File: config.mk
export PLATFORM = sky130hd
export DESIGN_NAME = eye_lock_ctrl
export DESIGN_NICKNAME = d
export VERILOG_FILES = /design/src/rtl/eye_lock_pkg.sv /design/src/rtl/eye_lock_ctrl_cmp.sv /design/src/rtl/eye_lock_ctrl.sv
export SDC_FILE = /design/constraint.sdc
export NUM_CORES = 1
export LEC_CHECK = 0
export BUFFER_PORTS_ARGS = -buffer_cell sky130_fd_sc_hd__buf_2
export CORE_UTILIZATION = 50
export CTS_BUF_LIST = sky130_fd_sc_hd__clkbuf_16
export CTS_CLUSTER_SIZE = 24
export DETAILED_ROUTE_END_ITERATION = 6
export GPL_ROUTABILITY_DRIVEN = 0
export PLACE_DENSITY = 0.72
export SETUP_SLACK_MARGIN = 0.4
export SLEW_MARGIN = 20
export SYNTH_ARGS = -nofsm -noshare
export SYNTH_HDL_FRONTEND = slang
export SYNTH_SLANG_ARGS = --single-unit
File: constraint.sdc
create_clock -name lcd_clk -period 8.3 [get_ports lcd_clk]
set_input_delay 1.245 -clock lcd_clk [delete_from_list [all_inputs] [get_ports lcd_clk]]
set_output_delay 1.245 -clock lcd_clk [all_outputs]
set_load 0.1 [all_outputs]
File: src/rtl/eye_lock_pkg.sv
// eye_lock_pkg: shared types and helpers for the eye lock controller.
//   lock_state_e : SEARCH / CONFIRM / LOCKED state enum
//   ST_*         : matching 2-bit state encodings used by the FSM
//   box_t        : one eye bounding box (up, down, left, right; 11 bits each)
//   abs_diff     : |a - b|, computed as a 12-bit signed difference
//   avg_round    : (a + b + 1) >> 1, computed at 12 bits
package eye_lock_pkg;

  typedef enum logic [1:0] {
    SEARCH  = 2'd0,
    CONFIRM = 2'd1,
    LOCKED  = 2'd2
  } lock_state_e;

  localparam logic [1:0] ST_SEARCH  = 2'd0;
  localparam logic [1:0] ST_CONFIRM = 2'd1;
  localparam logic [1:0] ST_LOCKED  = 2'd2;

  typedef struct packed {
    logic [10:0] up;
    logic [10:0] down;
    logic [10:0] left;
    logic [10:0] right;
  } box_t;

  function automatic logic [11:0] abs_diff(input logic [10:0] a, input logic [10:0] b);
    logic signed [11:0] d;
    d = signed'({1'b0, a}) - signed'({1'b0, b});
    return d[11] ? 12'(-d) : 12'(d);
  endfunction

  function automatic logic [10:0] avg_round(input logic [10:0] a, input logic [10:0] b);
    logic [11:0] s;
    s = {1'b0, a} + {1'b0, b} + 12'd1;
    return s[11:1];
  endfunction

endpackage

File: src/rtl/eye_lock_ctrl_cmp.sv
// eye_box_cmp: combinational check of one eye box.
//   cur        : box detected this frame
//   ref_box    : reference box from earlier frames
//   box_ok     : box well-formed (up < down, left < right) and inside the display
//   box_stable : box_ok and every edge within MAX_JITTER of the reference
import eye_lock_pkg::*;

module eye_box_cmp #(
  parameter int H_DISP     = 800,
  parameter int V_DISP     = 480,
  parameter int MAX_JITTER = 16
) (
  input  box_t cur,
  input  box_t ref_box,
  output logic box_ok,
  output logic box_stable
);

  localparam logic [11:0] H_LIM = 12'(H_DISP);
  localparam logic [11:0] V_LIM = 12'(V_DISP);
  localparam logic [11:0] JIT   = 12'(MAX_JITTER);

  always_comb begin
    // up < down < V_DISP implies up is in range too; same for left/right.
    box_ok = (cur.up < cur.down) && (cur.left < cur.right) &&
             ({1'b0, cur.down} < V_LIM) && ({1'b0, cur.right} < H_LIM);
    box_stable = box_ok &&
                 (abs_diff(cur.up,    ref_box.up)    <= JIT) &&
                 (abs_diff(cur.down,  ref_box.down)  <= JIT) &&
                 (abs_diff(cur.left,  ref_box.left)  <= JIT) &&
                 (abs_diff(cur.right, ref_box.right) <= JIT);
  end

endmodule

File: src/rtl/eye_lock_ctrl.sv
// eye_lock_ctrl: per-frame eye lock controller for the LCD overlay.
//   lcd_clk, sys_rst          : pixel clock, async active-high reset
//   frame_done                : end-of-frame strobe; detector inputs valid this cycle
//   det_valid, eye1_*, eye2_* : detector result for this frame
//   eye_lock                  : 11'h7FF while LOCKED, else 0
//   eye1_*_trk, eye2_*_trk    : margin-expanded tracking windows (0 unless LOCKED)
//   lock_state                : 0 SEARCH, 1 CONFIRM, 2 LOCKED
//   lock_evt                  : one-cycle pulse on entry to LOCKED
// Optional macro EYE_LOCK_SMOOTH_EN: stable LOCKED frames average the new box
// into the reference instead of replacing it.
//
// state   | meaning
// SEARCH  | no candidate; waiting for a well-formed pair of boxes
// CONFIRM | candidate seen; counting consecutive stable frames
// LOCKED  | lock held; counting consecutive bad frames
import eye_lock_pkg::*;

module eye_lock_ctrl #(
  parameter int H_DISP         = 800,
  parameter int V_DISP         = 480,
  parameter int CONFIRM_FRAMES = 4,
  parameter int LOST_FRAMES    = 8,
  parameter int MAX_JITTER     = 16,
  parameter int TRK_MARGIN     = 20
) (
  input  logic        lcd_clk,
  input  logic        sys_rst,
  input  logic        frame_done,
  input  logic        det_valid,
  input  logic [10:0] eye1_up,
  input  logic [10:0] eye1_down,
  input  logic [10:0] eye1_left,
  input  logic [10:0] eye1_right,
  input  logic [10:0] eye2_up,
  input  logic [10:0] eye2_down,
  input  logic [10:0] eye2_left,
  input  logic [10:0] eye2_right,
  output logic [10:0] eye_lock,
  output logic [10:0] eye1_up_trk,
  output logic [10:0] eye1_down_trk,
  output logic [10:0] eye1_left_trk,
  output logic [10:0] eye1_right_trk,
  output logic [10:0] eye2_up_trk,
  output logic [10:0] eye2_down_trk,
  output logic [10:0] eye2_left_trk,
  output logic [10:0] eye2_right_trk,
  output logic [1:0]  lock_state,
  output logic        lock_evt
);

  localparam logic [3:0]  CONF_N = 4'(CONFIRM_FRAMES);
  localparam logic [3:0]  LOST_N = 4'(LOST_FRAMES);
  localparam logic [11:0] MARG   = 12'(TRK_MARGIN);
  localparam logic [11:0] X_MAX  = 12'(H_DISP - 1);
  localparam logic [11:0] Y_MAX  = 12'(V_DISP - 1);

  box_t       new1, new2;
  box_t       ref1, ref2, ref1_n, ref2_n;
  box_t       trk1, trk2;
  logic [1:0] state, state_n;
  logic [3:0] cnt, cnt_n, miss, miss_n;
  logic       evt_n;
  logic       ok1, ok2, st1, st2, geo_ok, stable;

  assign new1 = '{up: eye1_up, down: eye1_down, left: eye1_left, right: eye1_right};
  assign new2 = '{up: eye2_up, down: eye2_down, left: eye2_left, right: eye2_right};

  eye_box_cmp #(.H_DISP(H_DISP), .V_DISP(V_DISP), .MAX_JITTER(MAX_JITTER)) u_cmp1 (
    .cur(new1), .ref_box(ref1), .box_ok(ok1), .box_stable(st1)
  );

  eye_box_cmp #(.H_DISP(H_DISP), .V_DISP(V_DISP), .MAX_JITTER(MAX_JITTER)) u_cmp2 (
    .cur(new2), .ref_box(ref2), .box_ok(ok2), .box_stable(st2)
  );

  assign geo_ok = det_valid && ok1 && ok2 && (eye1_right < eye2_left);
  assign stable = geo_ok && st1 && st2;

  function automatic logic [10:0] lo_edge(input logic [10:0] v);
    logic [11:0] w;
    w = {1'b0, v};
    return (w >= MARG) ? 11'(w - MARG) : 11'd0;
  endfunction

  function automatic logic [10:0] hi_edge(input logic [10:0] v, input logic [11:0] lim);
    logic [11:0] w;
    w = {1'b0, v} + MARG;
    return (w > lim) ? 11'(lim) : 11'(w);
  endfunction

  function automatic box_t expand(input box_t b);
    box_t e;
    e.up    = lo_edge(b.up);
    e.left  = lo_edge(b.left);
    e.down  = hi_edge(b.down, Y_MAX);
    e.right = hi_edge(b.right, X_MAX);
    return e;
  endfunction

`ifdef EYE_LOCK_SMOOTH_EN
  function automatic box_t blend(input box_t r, input box_t n);
    box_t m;
    m.up    = avg_round(r.up,    n.up);
    m.down  = avg_round(r.down,  n.down);
    m.left  = avg_round(r.left,  n.left);
    m.right = avg_round(r.right, n.right);
    return m;
  endfunction
`endif

  always_comb begin
    state_n = state;
    cnt_n   = cnt;
    miss_n  = miss;
    ref1_n  = ref1;
    ref2_n  = ref2;
    evt_n   = 1'b0;
    case (state)
      ST_SEARCH: begin
        if (geo_ok) begin
          ref1_n = new1;
          ref2_n = new2;
          cnt_n  = 4'd1;
          if (CONF_N == 4'd1) begin
            state_n = ST_LOCKED;
            miss_n  = 4'd0;
            evt_n   = 1'b1;
          end else begin
            state_n = ST_CONFIRM;
          end
        end
      end
      ST_CONFIRM: begin
        if (stable) begin
          ref1_n = new1;
          ref2_n = new2;
          cnt_n  = cnt + 4'd1;
          if (cnt_n == CONF_N) begin
            state_n = ST_LOCKED;
            miss_n  = 4'd0;
            evt_n   = 1'b1;
          end
        end else begin
          state_n = ST_SEARCH;
          cnt_n   = 4'd0;
        end
      end
      ST_LOCKED: begin
        if (stable) begin
`ifdef EYE_LOCK_SMOOTH_EN
          ref1_n = blend(ref1, new1);
          ref2_n = blend(ref2, new2);
`else
          ref1_n = new1;
          ref2_n = new2;
`endif
          miss_n = 4'd0;
        end else begin
          miss_n = miss + 4'd1;
          if (miss_n == LOST_N) begin
            state_n = ST_SEARCH;
            cnt_n   = 4'd0;
            miss_n  = 4'd0;
          end
        end
      end
      default: begin
        state_n = ST_SEARCH;
        cnt_n   = 4'd0;
        miss_n  = 4'd0;
      end
    endcase
  end

  always_ff @(posedge lcd_clk or posedge sys_rst) begin
    if (sys_rst) begin
      state    <= ST_SEARCH;
      cnt      <= 4'd0;
      miss     <= 4'd0;
      ref1     <= '0;
      ref2     <= '0;
      trk1     <= '0;
      trk2     <= '0;
      eye_lock <= 11'd0;
      lock_evt <= 1'b0;
    end else begin
      lock_evt <= frame_done && evt_n;
      if (frame_done) begin
        state <= state_n;
        cnt   <= cnt_n;
        miss  <= miss_n;
        ref1  <= ref1_n;
        ref2  <= ref2_n;
        // Windows are registered from next-state values so they track the
        // state change in the same cycle.
        if (state_n == ST_LOCKED) begin
          trk1     <= expand(ref1_n);
          trk2     <= expand(ref2_n);
          eye_lock <= 11'h7FF;
        end else begin
          trk1     <= '0;
          trk2     <= '0;
          eye_lock <= 11'd0;
        end
      end
    end
  end

  assign lock_state     = state;
  assign eye1_up_trk    = trk1.up;
  assign eye1_down_trk  = trk1.down;
  assign eye1_left_trk  = trk1.left;
  assign eye1_right_trk = trk1.right;
  assign eye2_up_trk    = trk2.up;
  assign eye2_down_trk  = trk2.down;
  assign eye2_left_trk  = trk2.left;
  assign eye2_right_trk = trk2.right;

endmodule

* Word-level counts from Yosys, hierarchy flattened
Cells that the tools add are included.
** Cells by class
- Add/subtract/negate cells :: 26
- Bitwise operators :: 1
- Multiplexer cells :: 44
- Reduce and logical (&&, ||, !) cells :: 24
- Magnitude comparators :: 25
- Eq/ne operators :: 10
** Operators with widths (number)
- two-way mux 44 bit :: 6
- one-hot mux 44 bit (2 select lines) :: 2
- two-way mux 11 bit :: 9
- <= comparator 12 x 5 -> 1 bit, second input constant :: 8
- two-way mux 12 bit :: 8
- negator 12 bit :: 8
- subtractor 11 x 11 -> 12 bit :: 8
- < comparator 11 bit :: 5
- adder 11 x 5 -> 12 bit, second input constant :: 4
- greater-or-equal comparator 11 x 5 -> 1 bit, second input constant :: 4
- subtractor 11 x 5 -> 11 bit, second input constant :: 4
- two-way mux 4 bit :: 8
- greater-than comparator 12 x 10 -> 1 bit, second input constant :: 2
- greater-than comparator 12 x 9 -> 1 bit, second input constant :: 2
- one-hot mux 4 bit (3 select lines) :: 2
- < comparator 11 x 10 -> 1 bit, second input constant :: 2
- < comparator 11 x 9 -> 1 bit, second input constant :: 2
- logical AND 1 bit :: 20
- two-way mux 2 bit :: 5
- != test 2 bit, second input constant :: 5
- adder 4 x 1 -> 4 bit, second input constant :: 2
- AND reduction 4 bit :: 2
- one-hot mux 2 bit (3 select lines) :: 1
- equality test 2 bit, second input constant :: 2
- 7 further kinds :: 9
** Storage, ports and cells
- Input port bits :: 92
- Logic and storage cells :: 151
- Bits in registers :: 198
- Output and inout bits :: 102

* Longest topological paths before layout
Gate-level depths: netlist (run 1).
- Depth in word-level cells :: 16
- Mapped depth :: 29
- Gate-level depth less buffers :: 24

* Modules after synthesis
A second synthesis (run 1) with hierarchy kept.
** Unflattened totals
- Cell total of the unflattened synthesis :: 2129
- Area, all modules :: 18253.8 sq um
** Modules (own cells, without submodules)
- eye_lock_ctrl :: cells an instance 1081, sequential area each 4704.5 sq um, times used 1, area an instance 10796.6 sq um
- eye_box_cmp (u_cmp1) :: cells an instance 555, sequential area each 0.0 sq um, times used 1, area an instance 3882.5 sq um
- eye_box_cmp (u_cmp2) :: cells an instance 493, sequential area each 0.0 sq um, times used 1, area an instance 3574.7 sq um

* Least setup slack after synthesis (run 1)
OpenSTA, ideal clock, no wires.
- Path kind :: input to register
- Start :: input port eye2_left[0]
- End :: register trk2 (netlist bit eye2_right_trk[5])
- Required time :: 8228 ps
- Path buffers :: 5
- Stages on the path :: 29
- Library setup time :: 72 ps
- Slack :: 1239 ps
- Arrival time :: 6989 ps
- Cells stage by stage :: inv_1 > ha_1 > inv_1 > fa_1 > a21o_1 > a2111oi_2 > o22ai_1 > a311oi_1 > nor3_1 > or2_2 > nor4bb_1 > nand4_1 > nor4_4 > nand4_4 > and2_1 > buf_6 > buf_6 > buf_6 > buf_2 > clkbuf_1 > a21oi_1 > inv_1 > ha_1 > nor3_1 > nand3b_1 > a21o_1 > a221o_1 > nand4b_1 > a32o_1
** RTL lines
- from (decl) :: line eye_lock_ctrl.sv:36 : input logic [10:0] eye2_left,
- to (signal assigned) :: line eye_lock_ctrl.sv:198 : trk2 <= expand(ref2_n);
- to (decl) :: line eye_lock_ctrl.sv:59 : box_t trk1, trk2;

==> results of run 1 <==
[cell type report]
class | instances | area (µm²) | share of cell area (%)
diodes | 6 | 15.01 | 0.07612
clock buffers | 17 | 425.4 | 2.157
clock inverters | 14 | 160.2 | 0.8119
inverters | 194 | 735.7 | 3.730
multi-input cells | 1668 | 12010 | 60.91
flip-flops and latches | 188 | 4705 | 23.85
well taps | 455 | 569.3 | 2.886
repair buffers | 211 | 1101 | 5.582
[through the flow]
stage	worst slack, ns	cells	hold slack (ns)
5_1_grt	0.4330	2753	0.5015
4_1_cts	1.044	2747	0.4899
6_report	0.8083	2753	0.4848
2_1_floorplan	1.239	2147	0.4731
3_3_place_gp	0.9437	2716	0.4642
3_5_place_dp	0.5993	2716	0.4678
[cells in the final DEF (no fill, tap or decap), types with 10 or more instances in the layout]
master	netlist	routed
nand3b_1	10	10
a211o_1	11	11
xnor2_1	73	73
o21a_1	20	20
a22o_1	66	66
a31oi_1	31	31
a21oi_1	147	147
inv_1	193	192
buf_2	16	193
o21ai_0	104	104
o211ai_1	28	28
and3_1	21	21
a32oi_1	13	13
nor3_1	49	48
nand2b_1	23	23
dfrtp_1	188	188
nand2_1	132	132
a211oi_1	27	27
nor2_1	148	147
and2_1	15	14
a21o_1	36	36
or3_1	16	16
nand3_1	52	51
buf_4	16	18
nand4_1	33	33
o2111ai_1	12	12
nand4b_1	14	14
a22oi_1	53	53
nor4_1	21	21
xor2_1	38	38
mux2i_1	14	14
nor2b_1	31	31
or2_2	12	12
ha_1	162	162
o2bb2ai_1	47	47
clkbuf_16	0	17
[per-layer routing]
metal / global-route usage [%] / wire [µm] / part of all wire (%)
met1: 46.84 / 26240 / 43
met2: 47.87 / 25380 / 42
met3: 6.866 / 6499 / 11
met4: 14.90 / 2628 / 4.3
met5: 0 / 0 / 0
[cells by family after synthesis]
| family | Yosys count | synth area share, % |
|---|---|---|
| AO/OA/AOI/OAI | 741 | 29.87 |
| AND/OR/NAND/NOR | 629 | 18.54 |
| buffers and inverters | 291 | 6.678 |
| flip-flops | 188 | 26.29 |
| adder cells (fa/ha/maj) | 170 | 12.22 |
| XOR/XNOR | 111 | 5.433 |
| multiplexers | 17 | 0.9719 |
[worst max-delay path, stage by stage]
cell	delay, ns
buf_2	0.12
inv_1	0.14
ha_1	0.20
inv_1	0.06
fa_1	0.42
a21o_1	0.25
a2111oi_2	0.38
o22ai_1	0.17
a311oi_1	0.46
nand3_1	0.18
or3b_1	0.39
o221ai_1	0.32
nand4bb_1	0.23
nor4_4	0.56
nand4_4	0.16
buf_4	0.27
nand2_1	0.44
o21ai_0	0.25
ha_1	0.30
nor3_1	0.20
nand3b_1	0.10
a21o_1	0.19
a221o_1	0.32
nand4b_1	0.26
o21ai_0	0.13
[how the worst min path moves through the flow]
stage | cells after the start | slack [ns] | from | endpoint
final | 1 | 0.48 | eye1_left_trk[4] | eye1_left_trk[4]
after global placement | 1 | 0.46 | eye1_right_trk[8] | eye1_right_trk[8]
after CTS | 1 | 0.49 | eye1_up_trk[4] | eye1_up_trk[4]
after floorplan | 1 | 0.47 | ref1[19] | ref1[19]
after detailed placement | 1 | 0.47 | eye2_down_trk[6] | eye2_down_trk[6]
after global routing | 1 | 0.50 | eye2_up_trk[2] | eye2_up_trk[2]
[power by group]
| group | internal, mW | switching, mW |
|---|---|---|
| clock | 0.449 | 0.393 |
| combinational | 0.767 | 1.61 |
| sequential | 1.01 | 0.0983 |
| total | 2.23 | 2.10 |
==> impl_results.md, run 1 <==
* Share of cells above drive strength 1 at 12.96%
* Sequential cell area fraction in the yosys report at 26.29%
* CP startpoint: eye2_left[0]
* Post-layout nets at 2542
* Largest regs: ref1: 44 flops, ref2: 44 flops
* Starting DRT DRC Count at 1968
* Primary FF master, synth: dfrtp_1
* Pwr dens at 219.3 nW/µm²
* # hold bufs at CTS at 0
* Synth area leader: dfrtp_1
* Req. time, crit path at 8.60 ns
* CP Capture Point: eye2_right_trk[2]
* Max-Cap Viols at 0
* Largest net degree at the start of global routing at around 120
* CTS sink count at roughly 190
* Per-cell routed wire length at between 20 and 25 µm
* Top cells by count, synth: inv_1, dfrtp_1, ha_1, nor2_1, a21oi_1
* CP startpoint kind: input pin
* R2r setup slk at between 1 and 1.5 ns
* Die area at 36550 µm²
* Design Area, Final at 19730 µm²
* Flop and latch count out of synthesis at approximately 190
* IO Pins at 194
* Clock Latency Late Sink at 0.46 ns
* Unique masters post-synth at approximately 100
* Violated checks: DRC
* Fill cell count at 3206
* Synth area leaders: dfrtp_1, ha_1, a21oi_1
* Clk slew on worst S/H paths at 0.07 ns
* Die width at 191.2 µm
* Worst vdd rail ir drop at 0.1977 mV
* Power consumption at 4.326 mW
* DRC at 1
* Worst reg2reg startpoint: ref2[11]
* Area after DPL at 19120 µm²
* Worst-path maximum fanout at 27
* Mapped Cells at between 2000 and 2500
* Top cell type's share of synthesized area at 26.29%
* Post-DP HPWL at 47450 µm
* Post-layout util at 56.55%
* H-Tree Depth at 4
* EDFF count, synth at 0
* CTS tree: done
* CP Class: in2reg
* Endpoints failing hold at 0
* Via count at 18270
* Post-CTS Setup Inserts at 0
* Status: complete, but fails checks
* Clk_skew at between 0.01 and 0.015 ns
* Mapped cell area at 17890 µm²
* Worst Path Arrival at 7.79 ns
* Critical path endpoint category: flop
* Remaining Overflow, GRT at 0
* Syn Nets at 2409
* First-pass GRT wire length at 93540 µm
* I/O Buffers at 193
* Async set-reset flop share out of synthesis at 100.0%
* Vias per cell at 6.635
* Worst Reg-to-Reg Cells at 23
* Setup_tns at 0 ns
* Final WL at 60750 µm
* CTS root buf: clkbuf_16
* Antenna violations before repair at 7
* Hold crit path type: reg2reg
* Die height at 191.2 µm
* Most common cell in the synthesized netlist: inv_1
* Final setup vio count at 0
* Ys Warns at 0
* Total CTS buffers at 17
* Core area at roughly 35000 µm²
* Worst slew pin tran at 0.9667 ns
* Final period utilization at 90.26%
* Peak Freq at between 100 and 150 MHz
* 1st-pass router iterations at 7
* PostCTS Resize Cnt at 0
* Site row count at 68
* R2r endpoint: eye2_right_trk[2]
* Via count of the first global-routing pass at ~17000
* Clk buf depth at 2
* GR Util All Layers at 33.01%
* RSZ-0062 raised after global routing: false
* Fin crit period at 7.492 ns
* Max-slew violations at 0
* Area grow syn2layout at 10.24%
* Antenna Nets Post-Route at 0
* Synthesized area per cell at about 8.3 µm²
* Starting Density at between 50% and 60%
* Max-slew headroom at 35.55%
* Leakage power at 8.997 nW
No activity file was read; power rests on OpenSTA's default activity.
==> run 2: changes to the inputs <==
--- a/config.mk
+++ b/config.mk
@@ -6,12 +6,12 @@
 export NUM_CORES = 1
 export LEC_CHECK = 0
 export BUFFER_PORTS_ARGS = -buffer_cell sky130_fd_sc_hd__buf_2
-export CORE_UTILIZATION = 50
-export CTS_BUF_LIST = sky130_fd_sc_hd__clkbuf_16
+export CORE_UTILIZATION = 60
+export CTS_BUF_LIST = sky130_fd_sc_hd__clkbuf_8
 export CTS_CLUSTER_SIZE = 24
 export DETAILED_ROUTE_END_ITERATION = 6
 export GPL_ROUTABILITY_DRIVEN = 0
-export PLACE_DENSITY = 0.72
+export PLACE_DENSITY = 0.84
 export SETUP_SLACK_MARGIN = 0.4
 export SLEW_MARGIN = 20
 export SYNTH_ARGS = -nofsm -noshare
==> run 2 against run 1 <==
Effect of this change: the run now ends clean; sequential power hardly changed; sequential share of layout area is 0.24 points higher; non-clock buffer count is 4 higher; total power is 2.5% lower; via count is 1.2% higher; largest cell class unchanged; final area is 1.0% lower; core utilization is 11 points higher; first-iteration DRC count is 38% higher; clock power is 15% lower.
==> impl_results.md, run 2 (synthesized netlist as in run 1, its figures left out) <==
* Status: finished clean
* Die area at 30520 µm² (-17%)
* Die width at 174.7 µm (-8.6%)
* I/O Buffers at 193 (unchanged)
* DR WL met2 at 24020 µm (-5.4%)
* CTS sink count at 188 (unchanged)
* Most common cell after layout, fill and taps aside: buf_2
* H-Tree Depth at 4 (unchanged)
* # hold bufs at CTS at 0 (unchanged)
* P_sw at 2.074 mW (-1.2%)
* Largest regs: ref1: 44 flops, ref2: 44 flops
* Per-cell routed wire length at 22.10 µm (+0.16%)
* WHS Endpoint: eye2_up_trk[1]
* CP Class: in2reg
* Dpl ws at 0.5816 ns (-0.01764 ns)
* Setup_tns at 0 ns (unchanged)
* Routed length on met1 at 23990 µm (-8.6%)
* Worst slew pin tran at 0.9406 ns (-0.02603 ns)
* R2r endpoint: eye2_down_trk[5]
* Post-DP HPWL at 45960 µm (-3.1%)
* Final WL at 59300 µm (-2.4%)
* Hold Crit Start: eye2_up_trk[1]
* Highest routed layer: met5
* Total CTS buffers at 17 (unchanged)
* Die height at 174.7 µm (-8.6%)
* Worst Path Arrival at 7.82 ns (+0.03 ns)
* Worst-path maximum fanout at 27 (unchanged)
* CTS tree: done
* Post-layout nets at 2546 (+0.16%)
* Pwr dens at 215.9 nW/µm² (-1.5%)
* Endpoints failing hold at 0 (unchanged)
* Power consumption at 4.216 mW (-2.5%)
* Area after DPL at 19070 µm² (-0.31%)
* Antenna violations before repair at 3 (-4)
* Hold crit path type: reg2reg
* Starting DRT DRC Count at 2713 (+38%)
* Area grow syn2layout at 9.125%
* Core area at 29010 µm² (-17%)
* Peak Freq at 135.2 MHz (+1.3%)
* CP startpoint kind: input pin
* PostCTS Resize Cnt at 0 (unchanged)
* CTS root buf: clkbuf_8
* Switching part of the total at 49.18% (+0.66 points)
* Clk_skew at 0.01977 ns (+0.009176 ns)
* Max-slew headroom at 36.63% (+1.1 points)
* Req. time, crit path at 8.73 ns (+0.13 ns)
* Via count of the first global-routing pass at 16770 (-0.23%)
* Antenna Nets Post-Route at 0 (unchanged)
* Internal power at 2.143 mW (-3.8%)
* Starting Density at 61.67% (+10 points)
* Worst vdd rail ir drop at 0.1628 mV (-18%)
* DRC at 0 (-1)
* Via count at 18490 (+1.2%)
* Vias per cell at 6.890 (+3.8%)
* Final period utilization at 89.09% (-1.2 points)
* First-pass GRT wire length at 91730 µm (-1.9%)
* IO Pins at 194 (unchanged)
* Share of cells above drive strength 1 at 13.15% (+0.19 points)
* Largest net degree at the start of global routing at 117 (-1.7%)
* Remaining Overflow, GRT at 0 (unchanged)
* Worst hold path depth at 1 (unchanged)
* Clk slew on worst S/H paths at 0.09 ns (+0.02 ns)
* 1st-pass router iterations at 6 (-1)
* Worst reg2reg startpoint: ref2[11]
* PnR worst setup slack at 0.9056 ns (+0.09733 ns)
* Post-Place Cells at 2649 (-2.5%)
* Clock Power Share at 16.9% (-2.6 points)
* Post-CTS Setup Inserts at 0 (unchanged)
* Worst Reg-to-Reg Cells at 24 (+4.3%)
* R2r setup slk at 1.49 ns (+0.12 ns)
* Logic pwr share at 56.7% (+1.8 points)
* Final setup vio count at 0 (unchanged)
* WHS at 0.4883 ns (+0.003494 ns)
* Leakage power at 8.969 nW (-0.31%)
* Design Area, Final at 19530 µm² (-1.0%)
* Met3 routed WL at 8549 µm (+32%)
* Critical path endpoint category: flop
* Part of the power in registers at 26.4% (+0.7 points)
* Final cell count without fillers at 2683 (-2.5%)
* Fin crit period at 7.394 ns (-0.09733 ns)
* Most frequent cells in the layout: buf_2, inv_1, dfrtp_1
* Post-layout util at 67.30% (+11 points)
* Clock Latency Late Sink at 0.51 ns (+0.05 ns)
* Clk buf depth at 2 (unchanged)
* Max-Cap Viols at 0 (unchanged)
* Max-slew violations at 0 (unchanged)
* Site row count at 62 (-8.8%)
* RSZ-0062 raised after global routing: false
* GR Util All Layers at 38.27% (+5.3 points)
==> run 2: cell types whose count changed in the layout (fill, tap and decap cells not counted), sizes merged <==
cell and change:
clkbuf +3, clkinvlp -2, diode -4, buf +4, inv -2, bufinv +2
==> run 2: critical path: stages <==
cell and delay, ns:
buf_2 0.13, inv_1 0.20, ha_1 0.23, inv_1 0.06, fa_1 0.41, a21o_1 0.24, a2111oi_2 0.38, o22ai_1 0.16
a311oi_1 0.43, nor3_1 0.11, or2_2 0.32, nor4bb_1 0.31, nand4_1 0.20, nor4_4 0.63, nand4_4 0.15, buf_4 0.27
a32oi_1 0.50, inv_1 0.09, ha_1 0.24, inv_1 0.09, a21oi_1 0.11, or3_1 0.35, nor4_1 0.31, nor3_2 0.15
nor2_1 0.28, a32o_1 0.22
==> run 2: final cells by class <==
cell class,instances,area [µm²]
multi-input combinational,1668,12010
clock buffer,20,275.3
tap,384,480.5
antenna,2,5.005
inverter,194,735.7
clock inverter,12,180.2
fill,2370,9487
sequential,188,4705
timing repair buffer,215,1131
==> run 2: worst max-delay path by stage <==
stage / from / endpoint / slack, ns
finish: eye2_left[0] / eye2_down_trk[5] / 0.91
global route: eye2_left[0] / eye2_down_trk[5] / 0.52
CTS: eye2_left[0] / eye2_down_trk[5] / 1.08
detailed placement: eye2_left[0] / eye2_down_trk[5] / 0.58
global placement: eye2_left[0] / eye2_right_trk[5] / 0.99
floorplan: eye2_left[0] / eye2_right_trk[5] / 1.24
==> run 2: power groups by stage <==
| stage | sequential [mW] | combinational [mW] | clock [mW] |
|---|---|---|---|
| 4_1_cts | 1.11 | 2.31 | 0.715 |
| 5_1_grt | 1.12 | 2.56 | 0.747 |
| 3_5_place_dp | 1.12 | 2.30 | 0 |
| 2_1_floorplan | 1.32 | 1.54 | 0 |
| 3_3_place_gp | 1.12 | 2.24 | 0 |
| 6_report | 1.12 | 2.39 | 0.712 |
==> run 2: routing by layer <==
metal | vias to the layer above | track usage [%]
met4 | 2 | 18.66
li1 | 8337 | -
met5 | - | 0
met2 | 1293 | 53.29
met1 | 8636 | 53.53
met3 | 217 | 11.64
==> run 3: changes to the inputs <==
--- a/config.mk
+++ b/config.mk
@@ -6,12 +6,12 @@
 export NUM_CORES = 1
 export LEC_CHECK = 0
 export BUFFER_PORTS_ARGS = -buffer_cell sky130_fd_sc_hd__buf_2
-export CORE_UTILIZATION = 60
+export CORE_UTILIZATION = 56
 export CTS_BUF_LIST = sky130_fd_sc_hd__clkbuf_8
 export CTS_CLUSTER_SIZE = 24
 export DETAILED_ROUTE_END_ITERATION = 6
 export GPL_ROUTABILITY_DRIVEN = 0
-export PLACE_DENSITY = 0.84
+export PLACE_DENSITY = 0.83
 export SETUP_SLACK_MARGIN = 0.4
 export SLEW_MARGIN = 20
 export SYNTH_ARGS = -nofsm -noshare
==> constraint.sdc (replaced) <==
create_clock -name lcd_clk -period 6.6 [get_ports lcd_clk]
set_input_delay 0.99 -clock lcd_clk [delete_from_list [all_inputs] [get_ports lcd_clk]]
set_output_delay 0.99 -clock lcd_clk [all_outputs]
set_load 0.1 [all_outputs]
==> run 3 against run 2 <==
Effect of this change: sequential power rose by 23%; first-iteration DRC count fell by 33%; global-route usage fell by 3.8 points; clock power rose by 19%; non-clock buffer count rose by 39; final area rose by 2.6%; sequential share of layout area fell by 0.61 points; critical path depth fell by 3; combinational power rose by 28%; total power rose by 26%.
==> impl_results.md, run 3 (synthesized netlist as in run 1, its figures left out) <==
* Max-Cap Viols at 0 (unchanged)
* DRC at 0 (unchanged)
* Die width at 180.8 µm (+3.5%)
* Remaining Overflow, GRT at 0 (unchanged)
* Share of cells above drive strength 1 at 15.91% (+2.8 points)
* Core area at 31470 µm² (+8.5%)
* Clk slew on worst S/H paths at 0.10 ns (about the same)
* Critical path endpoint category: flop
* Worst-path maximum fanout at 5 (-81%)
* Endpoints failing hold at 0 (unchanged)
* Clk_skew at 0.02262 ns (+0.002857 ns)
* Status: finished clean
* 1st-pass router iterations at 6 (unchanged)
* Most common cell after layout, fill and taps aside: buf_2
* RSZ-0062 raised after global routing: true
* Starting DRT DRC Count at 1819 (-33%)
* Die height at 180.8 µm (+3.5%)
* Worst hold path depth at 1 (unchanged)
* Area grow syn2layout at 11.94%
* Worst slew pin tran at 0.9862 ns (+0.04558 ns)
* CP startpoint kind: input pin
* Largest regs: ref1: 44 flops, ref2: 44 flops
* Worst reg2reg startpoint: ref1[0]
* Highest routed layer: met4
* R2r endpoint: eye1_down_trk[6]
* Power consumption at 5.300 mW (+26%)
* Final WL at 56790 µm (-4.2%)
* Post-layout nets at 2587 (+1.6%)
* CTS tree: done
* CP Class: in2reg
* CP Capture Point: eye1_down_trk[6]
* Logic pwr share at 57.9% (+1.2 points)
* Max-slew headroom at 34.25% (-2.4 points)
* Site row count at 65 (+4.8%)
* Clk buf depth at 2 (unchanged)
* Routed length on met1 at 22340 µm (-6.9%)
* Hold crit path type: reg2reg
* Per-cell routed wire length at 20.71 µm (-6.3%)
* Design Area, Final at 20030 µm² (+2.6%)
* Antenna violations before repair at 2 (-1)
* Die area at 32670 µm² (+7.1%)
* Clock Latency Late Sink at 0.52 ns (about the same)
* Via count at 18410 (-0.39%)
* Worst vdd rail ir drop at 0.1616 mV (-0.71%)
* Leakage power at 9.174 nW (+2.3%)
* DR WL met2 at 26480 µm (+10%)
* Part of the power in registers at 26.1% (-0.3 points)
* Post-DP HPWL at 43080 µm (-6.3%)
* Vias per cell at 6.715 (-2.5%)
* CTS sink count at 188 (unchanged)
* Internal power at 2.678 mW (+25%)
* CP startpoint: eye1_right[0]
* P_sw at 2.622 mW (+26%)
* IO Pins at 194 (unchanged)
* Starting Density at 56.85% (-4.8 points)
* Fin crit period at 6.089 ns
* Area after DPL at 19440 µm² (+2.0%)
* Antenna Nets Post-Route at 0 (unchanged)
* CTS root buf: clkbuf_8
* Largest net degree at the start of global routing at 114 (-2.6%)
* Worst Path Arrival at 6.49 ns (-1.33 ns)
* Clock Power Share at 16.0% (-0.9 points)
* Total CTS buffers at 17 (unchanged)
* Req. time, crit path at 7.00 ns (-1.73 ns)
* Met3 routed WL at 5179 µm (-39%)
* H-Tree Depth at 4 (unchanged)
* Pwr dens at 264.6 nW/µm² (+23%)
* Final period utilization at 92.25%
* I/O Buffers at 193 (unchanged)
* Final setup vio count at 0 (unchanged)
* Fill cell count at 2620 (+11%)
* R2r setup slk at 0.67 ns (-0.82 ns)
* GR Util All Layers at 34.45% (-3.8 points)
* Via count of the first global-routing pass at 17620 (+5.1%)
* Peak Freq at 164.2 MHz
* First-pass GRT wire length at 90510 µm (-1.3%)
* Max-slew violations at 0 (unchanged)
* Worst Reg-to-Reg Cells at 21 (-13%)
* Switching part of the total at 49.47% (+0.29 points)
* Most frequent cells in the layout: buf_2, inv_1, dfrtp_1
run 3: critical path, cell delays in order:
cell	delay (ns)
buf_2	0.12
inv_1	0.05
ha_1	0.15
inv_1	0.05
fa_1	0.42
a211oi_1	0.45
nor2_1	0.15
nor2_1	0.12
nor2_1	0.04
a311oi_1	0.32
mux2_2	0.39
o32ai_1	0.39
nand3_1	0.17
nor3_2	0.37
buf_4	0.23
nand2_1	0.08
o21a_1	0.29
a2111oi_0	0.57
o211ai_1	0.23
mux2_1	0.27
nand2_1	0.09
and3_1	0.25
a221o_1	0.28
run 3: worst min path at each step:
stage,endpoint,slack [ns],start
3_3_place_gp,eye1_right_trk[8],0.46,eye1_right_trk[8]
6_report,eye2_up_trk[2],0.49,eye2_up_trk[2]
4_1_cts,eye2_up_trk[2],0.49,eye2_up_trk[2]
3_5_place_dp,eye2_up_trk[4],0.47,eye2_up_trk[4]
5_1_grt,eye2_up_trk[4],0.51,eye2_up_trk[4]
2_1_floorplan,ref1[19],0.47,ref1[19]
run 3: power by group through the flow:
stage	logic, mW	registers [mW]	clock network, mW
5_1_grt	3.30	1.40	0.900
2_1_floorplan	1.97	1.66	0
4_1_cts	2.96	1.38	0.867
6_report	3.07	1.38	0.848
3_3_place_gp	2.85	1.39	0
3_5_place_dp	2.94	1.40	0
run 3: metal layers:
layer / up-vias / global-route usage (%)
li1: 8420 / -
met1: 8825 / 44.06
met2: 969 / 56.40
met3: 198 / 5.120
met4: 0 / 18.12
met5: - / 0
run 3: cell type report:
class / count / area, µm² / share of cell area (%)
Multi-Input combinational cell: 1670 / 12210 / 60.94
Timing Repair Buffer: 254 / 1444 / 7.208
Inverter: 194 / 748.2 / 3.735
Sequential cell: 188 / 4705 / 23.49
Clock inverter: 14 / 171.4 / 0.8558
Tap cell: 402 / 503.0 / 2.511
Antenna cell: 2 / 5.005 / 0.02499
Clock buffer: 18 / 247.7 / 1.237
run 3: stage by stage:
| step | cells | hold WS, ns | setup TNS (ns) | util (%) | worst slack (ns) |
|---|---|---|---|---|---|
| 2_1_floorplan | 2147 | 0.4731 | 0 | - | 0.2821 |
| 3_3_place_gp | 2699 | 0.4586 | 0 | 61.78 | 0.2335 |
| 3_5_place_dp | 2699 | 0.4683 | -0.04902 | 61.78 | -0.03725 |
| 4_1_cts | 2731 | 0.4922 | 0 | 63.11 | 0.5441 |
| 5_1_grt | 2741 | 0.5072 | 0 | 63.63 | 0.3572 |
| 6_report | 2742 | 0.4863 | 0 | 63.64 | 0.5114 |
run 3: what timing repair did:
| action | 4_1_cts | 5_1_grt |
|---|---|---|
| buffers inserted | 0 | 7 |
| hold endpoints to repair | 0 | 0 |
| hold buffers | 0 | 0 |
| setup endpoints to repair | 0 | 78 |
| gates resized for setup | 0 | 17 |
